<file path="src/rtl/uart_tx_arbiter_if.sv">
// Producer-side and transmitter-side signals of the shared UART TX arbiter.
// master: the message producers together with the uart_tx instance.
// slave : the arbiter itself.
interface uart_tx_arbiter_if #(
  parameter int unsigned NUM_SRC = 4
);
  logic [NUM_SRC-1:0]   src_req;
  logic [8*NUM_SRC-1:0] src_data;
  logic [NUM_SRC-1:0]   src_valid;
  logic [NUM_SRC-1:0]   src_last;
  logic [NUM_SRC-1:0]   src_ready;
  logic [NUM_SRC-1:0]   grant;
  logic [7:0]           tx_data;
  logic                 new_tx_data;
  logic                 tx_busy;
  logic                 timeout_err;

  modport master (
    output src_req, src_data, src_valid, src_last, tx_busy,
    input  src_ready, grant, tx_data, new_tx_data, timeout_err
  );

  modport slave (
    input  src_req, src_data, src_valid, src_last, tx_busy,
    output src_ready, grant, tx_data, new_tx_data, timeout_err
  );
endinterface

</file>
<file path="src/rtl/uart_tx_arbiter.sv">
// Round-robin, message-atomic arbiter sharing one uart_tx among NUM_SRC
// producers. A winning source keeps the transmitter until it sends a byte
// flagged last, drops its request, or sits idle for TIMEOUT_CYCLES.
//
// Optional feature macro: UART_ARB_SRC_TAG_EN
//   When defined, every granted message is prefixed on the wire with the
//   ASCII digit of its source index (8'h30 + index).
module uart_tx_arbiter #(
  parameter int unsigned NUM_SRC        = 4,
  parameter int unsigned IDX_W          = 2,
  parameter int unsigned TIMEOUT_CYCLES = 1024
) (
  input logic              clk,
  input logic              rst,
  uart_tx_arbiter_if.slave bus
);

  localparam int unsigned      CNT_W     = $clog2(TIMEOUT_CYCLES + 1);
  localparam logic [CNT_W-1:0] CNT_LIMIT = CNT_W'(TIMEOUT_CYCLES - 1);
  localparam logic [IDX_W-1:0] LAST_IDX  = IDX_W'(NUM_SRC - 1);

  typedef enum logic [2:0] {
    IDLE,
    ACTIVE,
    ISSUE,
    SETTLE
`ifdef UART_ARB_SRC_TAG_EN
    ,
    TAG
`endif
  } state_t;

  state_t state_q, state_d;

  logic [NUM_SRC-1:0] grant_q;
  logic [IDX_W-1:0]   grant_idx_q;
  logic [IDX_W-1:0]   last_winner_q;
  logic [7:0]         tx_data_q;
  logic               new_tx_q;
  logic               timeout_q;
  logic               last_flag_q;
  logic [CNT_W-1:0]   cnt_q;

  // Arbitration result
  logic               sel_valid;
  logic [IDX_W-1:0]   sel_idx;
  logic [IDX_W-1:0]   cand;

  // Views of the currently granted source
  logic               g_req;
  logic               g_valid;
  logic               g_last;
  logic [7:0]         g_data;

  // Decisions taken by the next-state logic
  logic               do_grant;
  logic               do_accept;
  logic               do_release;
  logic               do_timeout;
  logic               cnt_inc;
`ifdef UART_ARB_SRC_TAG_EN
  logic               do_tag;
`endif

  logic [NUM_SRC-1:0] src_ready_c;

  // Round-robin search upward from last_winner+1, wrapping modulo NUM_SRC.
  always_comb begin
    sel_valid = 1'b0;
    sel_idx   = '0;
    cand      = '0;
    for (int unsigned i = 1; i <= NUM_SRC; i++) begin
      cand = IDX_W'((32'(last_winner_q) + i) % NUM_SRC);
      if (!sel_valid && bus.src_req[cand]) begin
        sel_valid = 1'b1;
        sel_idx   = cand;
      end
    end
  end

  // Select the granted source's request, byte and flags.
  always_comb begin
    g_req   = bus.src_req[grant_idx_q];
    g_valid = bus.src_valid[grant_idx_q];
    g_last  = bus.src_last[grant_idx_q];
    g_data  = bus.src_data[{grant_idx_q, 3'b000} +: 8];
  end

  // State register.
  always_ff @(posedge clk) begin
    if (rst) state_q <= IDLE;
    else     state_q <= state_d;
  end

  // Next-state logic and per-cycle decisions.
  always_comb begin
    state_d    = state_q;
    do_grant   = 1'b0;
    do_accept  = 1'b0;
    do_release = 1'b0;
    do_timeout = 1'b0;
    cnt_inc    = 1'b0;
`ifdef UART_ARB_SRC_TAG_EN
    do_tag     = 1'b0;
`endif
    case (state_q)
      IDLE: begin
        if (sel_valid) begin
          do_grant = 1'b1;
`ifdef UART_ARB_SRC_TAG_EN
          state_d  = TAG;
`else
          state_d  = ACTIVE;
`endif
        end
      end
      ACTIVE: begin
        if (!g_req) begin
          do_release = 1'b1;
          state_d    = IDLE;
        end else if (g_valid && !bus.tx_busy) begin
          do_accept = 1'b1;
          state_d   = ISSUE;
        end else if (!g_valid && !bus.tx_busy) begin
          // The idle-cycle counter only advances while the UART is free.
          if (cnt_q == CNT_LIMIT) begin
            do_timeout = 1'b1;
            do_release = 1'b1;
            state_d    = IDLE;
          end else begin
            cnt_inc = 1'b1;
          end
        end
      end
      ISSUE: begin
        state_d = SETTLE;
      end
      SETTLE: begin
        if (last_flag_q) begin
          do_release = 1'b1;
          state_d    = IDLE;
        end else begin
          state_d = ACTIVE;
        end
      end
`ifdef UART_ARB_SRC_TAG_EN
      TAG: begin
        if (!bus.tx_busy) begin
          do_tag  = 1'b1;
          state_d = ISSUE;
        end
      end
`endif
      default: begin
        state_d = IDLE;
      end
    endcase
  end

  // Combinational byte-accept strobe, only ever to the granted source.
  always_comb begin
    src_ready_c = '0;
    if (do_accept) src_ready_c[grant_idx_q] = 1'b1;
  end

  // Grant ownership, latched byte, strobes and idle-cycle counter.
  always_ff @(posedge clk) begin
    if (rst) begin
      grant_q       <= '0;
      grant_idx_q   <= '0;
      last_winner_q <= LAST_IDX;
      tx_data_q     <= '0;
      new_tx_q      <= 1'b0;
      timeout_q     <= 1'b0;
      last_flag_q   <= 1'b0;
      cnt_q         <= '0;
    end else begin
      // The strobe is registered so it coincides with the ISSUE state.
      new_tx_q  <= (state_d == ISSUE);
      timeout_q <= do_timeout;

      if (do_grant) begin
        grant_q     <= NUM_SRC'(1) << sel_idx;
        grant_idx_q <= sel_idx;
        cnt_q       <= '0;
      end

      if (do_release) begin
        grant_q       <= '0;
        last_winner_q <= grant_idx_q;
      end

      if (do_accept) begin
        tx_data_q   <= g_data;
        last_flag_q <= g_last;
        cnt_q       <= '0;
      end else if (cnt_inc && cnt_q != '1) begin
        cnt_q <= cnt_q + 1'b1;
      end

`ifdef UART_ARB_SRC_TAG_EN
      if (do_tag) begin
        tx_data_q   <= 8'h30 + 8'(grant_idx_q);
        last_flag_q <= 1'b0;
        cnt_q       <= '0;
      end
`endif
    end
  end

  assign bus.src_ready   = src_ready_c;
  assign bus.grant       = grant_q;
  assign bus.tx_data     = tx_data_q;
  assign bus.new_tx_data = new_tx_q;
  assign bus.timeout_err = timeout_q;

  // Structural invariants.
  a_grant_onehot0: assert property (@(posedge clk) disable iff (rst)
    $onehot0(grant_q));
  a_ready_owner: assert property (@(posedge clk) disable iff (rst)
    (src_ready_c & ~grant_q) == '0);
  a_strobe_issue: assert property (@(posedge clk) disable iff (rst)
    new_tx_q |-> (state_q == ISSUE));

endmodule

</file>
<file path="src/flat_wrapper.sv">
// flat-port wrapper written by rule: the top's interface ports become plain ports
module uart_tx_arbiter_flat 
#(
  parameter int unsigned NUM_SRC        = 4,
  parameter int unsigned IDX_W          = 2,
  parameter int unsigned TIMEOUT_CYCLES = 1024
)
  (clk, rst, bus_src_req, bus_src_data, bus_src_valid, bus_src_last, bus_tx_busy, bus_src_ready, bus_grant, bus_tx_data, bus_new_tx_data, bus_timeout_err);
  uart_tx_arbiter_if #(.NUM_SRC(NUM_SRC)) bus_i ();
  input logic clk;
  input logic rst;
  input wire logic [$bits(bus_i.src_req)-1:0] bus_src_req;
  input wire logic [$bits(bus_i.src_data)-1:0] bus_src_data;
  input wire logic [$bits(bus_i.src_valid)-1:0] bus_src_valid;
  input wire logic [$bits(bus_i.src_last)-1:0] bus_src_last;
  input wire logic [$bits(bus_i.tx_busy)-1:0] bus_tx_busy;
  output wire logic [$bits(bus_i.src_ready)-1:0] bus_src_ready;
  output wire logic [$bits(bus_i.grant)-1:0] bus_grant;
  output wire logic [$bits(bus_i.tx_data)-1:0] bus_tx_data;
  output wire logic [$bits(bus_i.new_tx_data)-1:0] bus_new_tx_data;
  output wire logic [$bits(bus_i.timeout_err)-1:0] bus_timeout_err;
  assign bus_i.src_req = bus_src_req;
  assign bus_i.src_data = bus_src_data;
  assign bus_i.src_valid = bus_src_valid;
  assign bus_i.src_last = bus_src_last;
  assign bus_i.tx_busy = bus_tx_busy;
  assign bus_src_ready = bus_i.src_ready;
  assign bus_grant = bus_i.grant;
  assign bus_tx_data = bus_i.tx_data;
  assign bus_new_tx_data = bus_i.new_tx_data;
  assign bus_timeout_err = bus_i.timeout_err;
  uart_tx_arbiter #(.NUM_SRC(NUM_SRC), .IDX_W(IDX_W), .TIMEOUT_CYCLES(TIMEOUT_CYCLES)) u_core (.clk(clk), .rst(rst), .bus(bus_i));
endmodule
</file>
<file path="config.mk">
export PLATFORM = sky130hd
export DESIGN_NAME = uart_tx_arbiter_flat
export DESIGN_NICKNAME = d
export VERILOG_FILES = /design/src/rtl/uart_tx_arbiter_if.sv /design/src/rtl/uart_tx_arbiter.sv /design/src/flat_wrapper.sv
export SDC_FILE = /design/constraint.sdc
export NUM_CORES = 1
export LEC_CHECK = 0
export BUFFER_PORTS_ARGS = -buffer_cell sky130_fd_sc_hd__buf_4
export CORE_MARGIN = 2
export CORE_UTILIZATION = 53
export CTS_BUF_LIST = sky130_fd_sc_hd__clkbuf_8 sky130_fd_sc_hd__clkbuf_16
export DETAILED_ROUTE_END_ITERATION = 6
export PLACE_DENSITY = 0.93
export SLEW_MARGIN = 15
export SYNTH_ARGS = -nofsm -noshare
export SYNTH_HDL_FRONTEND = slang
export SYNTH_SLANG_ARGS = --single-unit
</file>
<file path="constraint.sdc">
create_clock -name clk -period 5.78 [get_ports clk]
set_input_delay 1.734 -clock clk [delete_from_list [all_inputs] [get_ports clk]]
set_output_delay 1.734 -clock clk [all_outputs]
set_load 0.03 [all_outputs]
</file>
==> results of run 1 <==
==> per-layer routing <==
metal  vias up  part of all wire (%)
met5         -                     0
met3        20                   6.6
met4         0                   4.1
li1        881                     -
met2        97                    52
met1       878                    37
==> cells by family (layout without fill, tap and decap cells) <==
group,after synthesis,after routing
flip-flops,33,33
XOR/XNOR,2,2
adder cells (fa/ha/maj),1,1
buffers and inverters,12,74
other,1,1
AO/OA/AOI/OAI,41,41
AND/OR/NAND/NOR,101,101
multiplexers,14,14
==> final cells by class <==
cell class | instances | area (µm²)
clock buffers | 6 | 82.6
fillers | 250 | 888
well taps | 46 | 57.6
inverters | 1 | 3.75
clock inverters | 2 | 33.8
repair buffers | 65 | 488
multi-input cells | 160 | 1120
flip-flops and latches | 33 | 661
==> power by group <==
group / total (µW) / internal [µW] / switching (µW) / leakage [µW]
sequential: 239 / 231 / 8.36 / 0.000267
clock: 222 / 139 / 83.6 / 0.0000626
combinational: 77.5 / 45.4 / 32.1 / 0.000596
==> cell usage after synthesis, types with 2 or more instances <==
cell      number
a21boi_0       2
buf_1          2
a21oi_1       17
or3_1          3
and3_1         4
nor2_1        14
a21boi_1       2
mux2i_1        2
o211ai_1       3
mux4_2        11
xnor2_1        2
nor2b_1        4
nor4_1         3
or4_1          4
nor3_1         8
o21ai_0        3
nand3_1        6
dfxtp_1       33
nand2_1       35
o311ai_0       2
nand3b_1       3
nand2b_1       8
clkbuf_1       7
nor3b_1        3
==> metrics by stage <==
stage,total power [µW],cells
floorplan,285,205
detailed placement,320,305
CTS,540,313
global route,557,313
finish,539,313
global placement,317,305
==> path summary, 6_finish.rpt <==
check | start | endpoint | slack, ns | cells past startpoint
hold / removal | u_core.bus.tx_data[1] | u_core.bus.tx_data[1] | 0.46 | 2
hold reg to reg | u_core.bus.tx_data[1] | u_core.bus.tx_data[1] | 0.46 | 2
setup reg to reg | u_core.grant_idx_q[0] | u_core.last_winner_q[0] | 2.89 | 5
setup / recovery | bus_src_req[1] | bus_src_ready[3] | 0.84 | 5
==> registers in the layout, summed over array words and instances, names as in the netlist <==
register	count
u_core.state_q	3
u_core.bus.new_tx_data	1
u_core.cnt_q	11
u_core.bus.tx_data	8
u_core.last_flag_q	1
u_core.bus.grant	4
u_core.grant_idx_q	2
u_core.last_winner_q	2
u_core.bus.timeout_err	1
==> worst min-delay path, stage by stage, from the launching register on <==
cell	delay [ns]
dfxtp_1	0.31
nand2_1	0.05
a21oi_1	0.05
==> metrics, run 1 <==
Global Route Usage Sum=26.2%; CTS tree=yes; # DRC=0; Routed WL per cell=16.0 µm; Setup Total Neg Slack=0 ns; Design Area, Final=2450 µm²; number of synthesized register bits=33; grt ovf=0; largest family of logic cells by synthesized area=simple AND/OR/NAND/NOR gates; critical path class=in -> out; Global Route met3 Usage=6.31%; Syn Area/Cell=8.96 µm²; CP cell instances=buf_4 -> mux4_1 -> and3_1 -> and3_1 -> buf_4; Yosys top cell by area=dfxtp_1; Skew-Pair Late Insertion Delay=0.29 ns; commonest non-fill, non-tap cells in the layout=buf_4, nand2_1, dfxtp_1, a21oi_1, nor2_1; CP delay by family, top=simple AND/OR/NAND/NOR gates; Core Box Area=3340 µm²; I/O Pins=65; Req. time, crit path=4.05 ns; fraction of registers with async set/reset=0%; GP Congestion=0.827; pre-CTS setup slack=0.837 ns; die footprint=3950 µm²; Max VDD drop=151 µV; drt via density=5.99; number of global-route vias before repair=1,809; Finished Core Util=73.4%; RSZ-0062 raised after global routing=false; clock sinks=33; Slew @ Worst Pin=0.912 ns; Hold Buf Count CTS=0; Max-Cap Viols=0; CP peak stage delay=0.57 ns; drt first pass iters=5; slowest cell on the critical path=mux4_1; share of cells above drive strength 1=31.5%; predominant post-synthesis flop cell=dfxtp_1; met2 GRT Util=45.5%; # diodes=0; Critical Path Sink Type=output pin; met1 Track Usage GR=28.8%; Netlist Area Pre-Place=1840 µm²; initial antenna violation count=0; Row Count=21; Buf+Inv Stages, Crit Path=2; clock root cell=clkbuf_8; Yosys top cell area share=36.0%; DR iter-0 viols=108; Final Hold Fails=0; top post-synthesis cells by area=dfxtp_1, mux4_2, nand2_1; Placed Area=2330 µm²; simple-gate share of the synthesized area=29.0%; detailed-route via count=1,876; Synth Area in Adders=0.681%; most common cell after layout, fill and taps aside=buf_4; CTS Buf Count=5; Final setup violation count=0; worst setup margin=0.836 ns; H-tree Lvls=2; Post-Synth XOR/XNOR Area=0.954%; slew margin rel.=39.1%; synth unique cells=48; PostCTS Resize Cnt=0; Die H=62.9 µm; status=finished clean; pin count of the biggest net entering global routing=22; Yosys Warn Count=0; LEAKAGE=0.000925 µW; pwr dens=220 nW/µm²; number of flops mapped to enable cells by yosys=0; Routed Antenna Nets=0; busiest metal layer after global routing=met2; Initial Utilization=55.0%; # Post-CTS Setup Buffers=0; Seq/Total Area, Yosys=36.0%; worst path arrival time=3.21 ns; IO Port Bufs=64; Synth Area in Compound Gates=14.3%; HP Class=reg -> reg; first-pass GRT wire length=8.09 mm; Syn Nets=253; final wirelength=5.02 mm; Die X=62.9 µm; hold_ws=0.456 ns; Period Utilization, post-route=85.5%; Worst-path clk slew=0.06 ns; critical path launch point type=input port; Tmin final=4.94 ns; NumNets Final=314; Layout area overhead=33.3%; FMAX=202 MHz; mux contribution to synthesized area=16.0%; Worst Clk Skew=0.00499 ns; clock tree buffer depth=2; fin. max-slew vios=0; Detail Placement HPWL=3.50 mm; post-synthesis cell count=205; Max FO, Critical Path=12
Note: power is estimated with default switching activity, not from simulation.
==> inputs of run 2 (changes only) <==
- clock period: 5.78 -> 6.4 ns (I/O delays scaled with it)
==> run 2 against run 1 <==
Against the previous run: count of clock-buffer cells in the layout is 1 lower; via count is 2.7% lower; critical endpoint unchanged; sequential share of layout area is 0.46 points higher; combinational power is 11% lower; worst hold slack worse by 0.0062 ns; sequential power is 9.6% lower; flip-flop and latch count stayed put; largest cell class unchanged; worst setup slack better by 0.20 ns.
==> metrics, run 2 (same netlist as run 1, synthesis figures left out) <==
Max-Cap Viols=0; slew margin rel.=37.5%; Core Box Area=3340 µm²; Biggest register=u_core.cnt_q; NumNets Final=313; Period Utilization, post-route=83.9%; initial antenna violation count=0; final wirelength=4.54 mm; Design Area, Final=2410 µm²; Tmin final=5.37 ns; Routed WL per cell=14.6 µm; Row Count=21; LEAKAGE=0.000908 µW; Hold Startpoint=u_core.bus.grant[0]; critical path class=in -> out; Placed Area=2320 µm²; Slew @ Worst Pin=0.937 ns; Max FO, Critical Path=12; Placed Instances=304; clock root cell=clkbuf_8; I/O Pins=65; PostCTS Resize Cnt=0; H-tree Lvls=2; fin cells=312; GP Congestion=0.828; IO Port Bufs=64; Setup Total Neg Slack=0 ns; Worst R2R Start=u_core.grant_idx_q[0]; CTS tree=yes; DR iter-0 viols=117; CP startpoint=bus_src_req[1]; pin count of the biggest net entering global routing=22; # diodes=0; number of global-route vias before repair=1,720; worst path arrival time=3.45 ns; Worst-path clk slew=0.06 ns; HP Class=reg -> reg; hold_ws=0.450 ns; first-pass GRT wire length=7.56 mm; Final Hold Fails=0; # Post-CTS Setup Buffers=0; Die X=62.9 µm; share of cells above drive strength 1=31.2%; reg2reg setup slack=3.48 ns; drt first pass iters=4; CTS Buf Count=5; fin. max-slew vios=0; pre-CTS setup slack=1.04 ns; Routed Antenna Nets=0; detailed-route via count=1,825; Initial Utilization=55.0%; status=finished clean; commonest non-fill, non-tap cells in the layout=buf_4, nand2_1, dfxtp_1, a21oi_1, nor2_1; max reg flops=11; clock tree buffer depth=2; Detail Placement HPWL=3.29 mm; RSZ-0062 raised after global routing=false; die footprint=3950 µm²; worst setup margin=1.03 ns; Critical Path Sink Type=output pin; Die H=62.9 µm; pwr dens=181 nW/µm²; Final setup violation count=0; FMAX=186 MHz; drt via density=5.85; critical path launch point type=input port; Hold Buf Count CTS=0; FILL cells=260; Req. time, crit path=4.48 ns; Layout area overhead=31.1%; most common cell after layout, fill and taps aside=buf_4; Global Route Usage Sum=24.3%; Skew-Pair Late Insertion Delay=0.29 ns; Max VDD drop=124 µV; # DRC=0; clock sinks=33; grt ovf=0; Worst Clk Skew=0.00297 ns
-- run 2: report_power, final --
group          internal (µW)  switching (µW)  leakage (µW)
combinational           40.9            28.1      0.000591
clock                   73.7            76.6     0.0000491
sequential               209            7.59      0.000267
total                    323             112      0.000908
-- run 2: worst paths after layout --
check	endpoint	cells past startpoint
worst max-delay path	bus_src_ready[3]	5
worst min-delay path	u_core.bus.grant[0]	2
worst max register to register	u_core.cnt_q[5]	5
worst min register to register	u_core.bus.grant[0]	2
-- run 2: per-layer routing --
| metal | part of all wire [%] | wire, µm | GRT usage, % |
|---|---|---|---|
| met3 | 5.1 | 230 | 4.86 |
| met1 | 39 | 1780 | 27.8 |
| met4 | 2.7 | 123 | 11.9 |
| met5 | 0 | 0 | 0 |
| met2 | 53 | 2400 | 42.7 |
-- run 2: layout make-up --
| cell class | count | area, µm² | share of cell area (%) |
|---|---|---|---|
| sequential | 33 | 661 | 27.4 |
| tap | 46 | 57.6 | 2.39 |
| inverter | 1 | 3.75 | 0.156 |
| timing repair buffer | 64 | 480 | 20.0 |
| multi-input combinational | 160 | 1120 | 46.6 |
| clock inverter | 3 | 13.8 | 0.572 |
| clock buffer | 5 | 68.8 | 2.86 |
-- run 2: stage by stage --
step / total power, µW / util (%)
2_1_floorplan: 258 / -
3_3_place_gp: 287 / 69.7
3_5_place_dp: 289 / 69.7
4_1_cts: 436 / 72.1
5_1_grt: 454 / 72.1
6_report: 435 / 72.1
-- run 2: worst max-delay path, stage by stage --
cell and delay, ns:
buf_4 0.13, mux4_1 0.61, and3_1 0.36, and3_1 0.25, buf_4 0.16
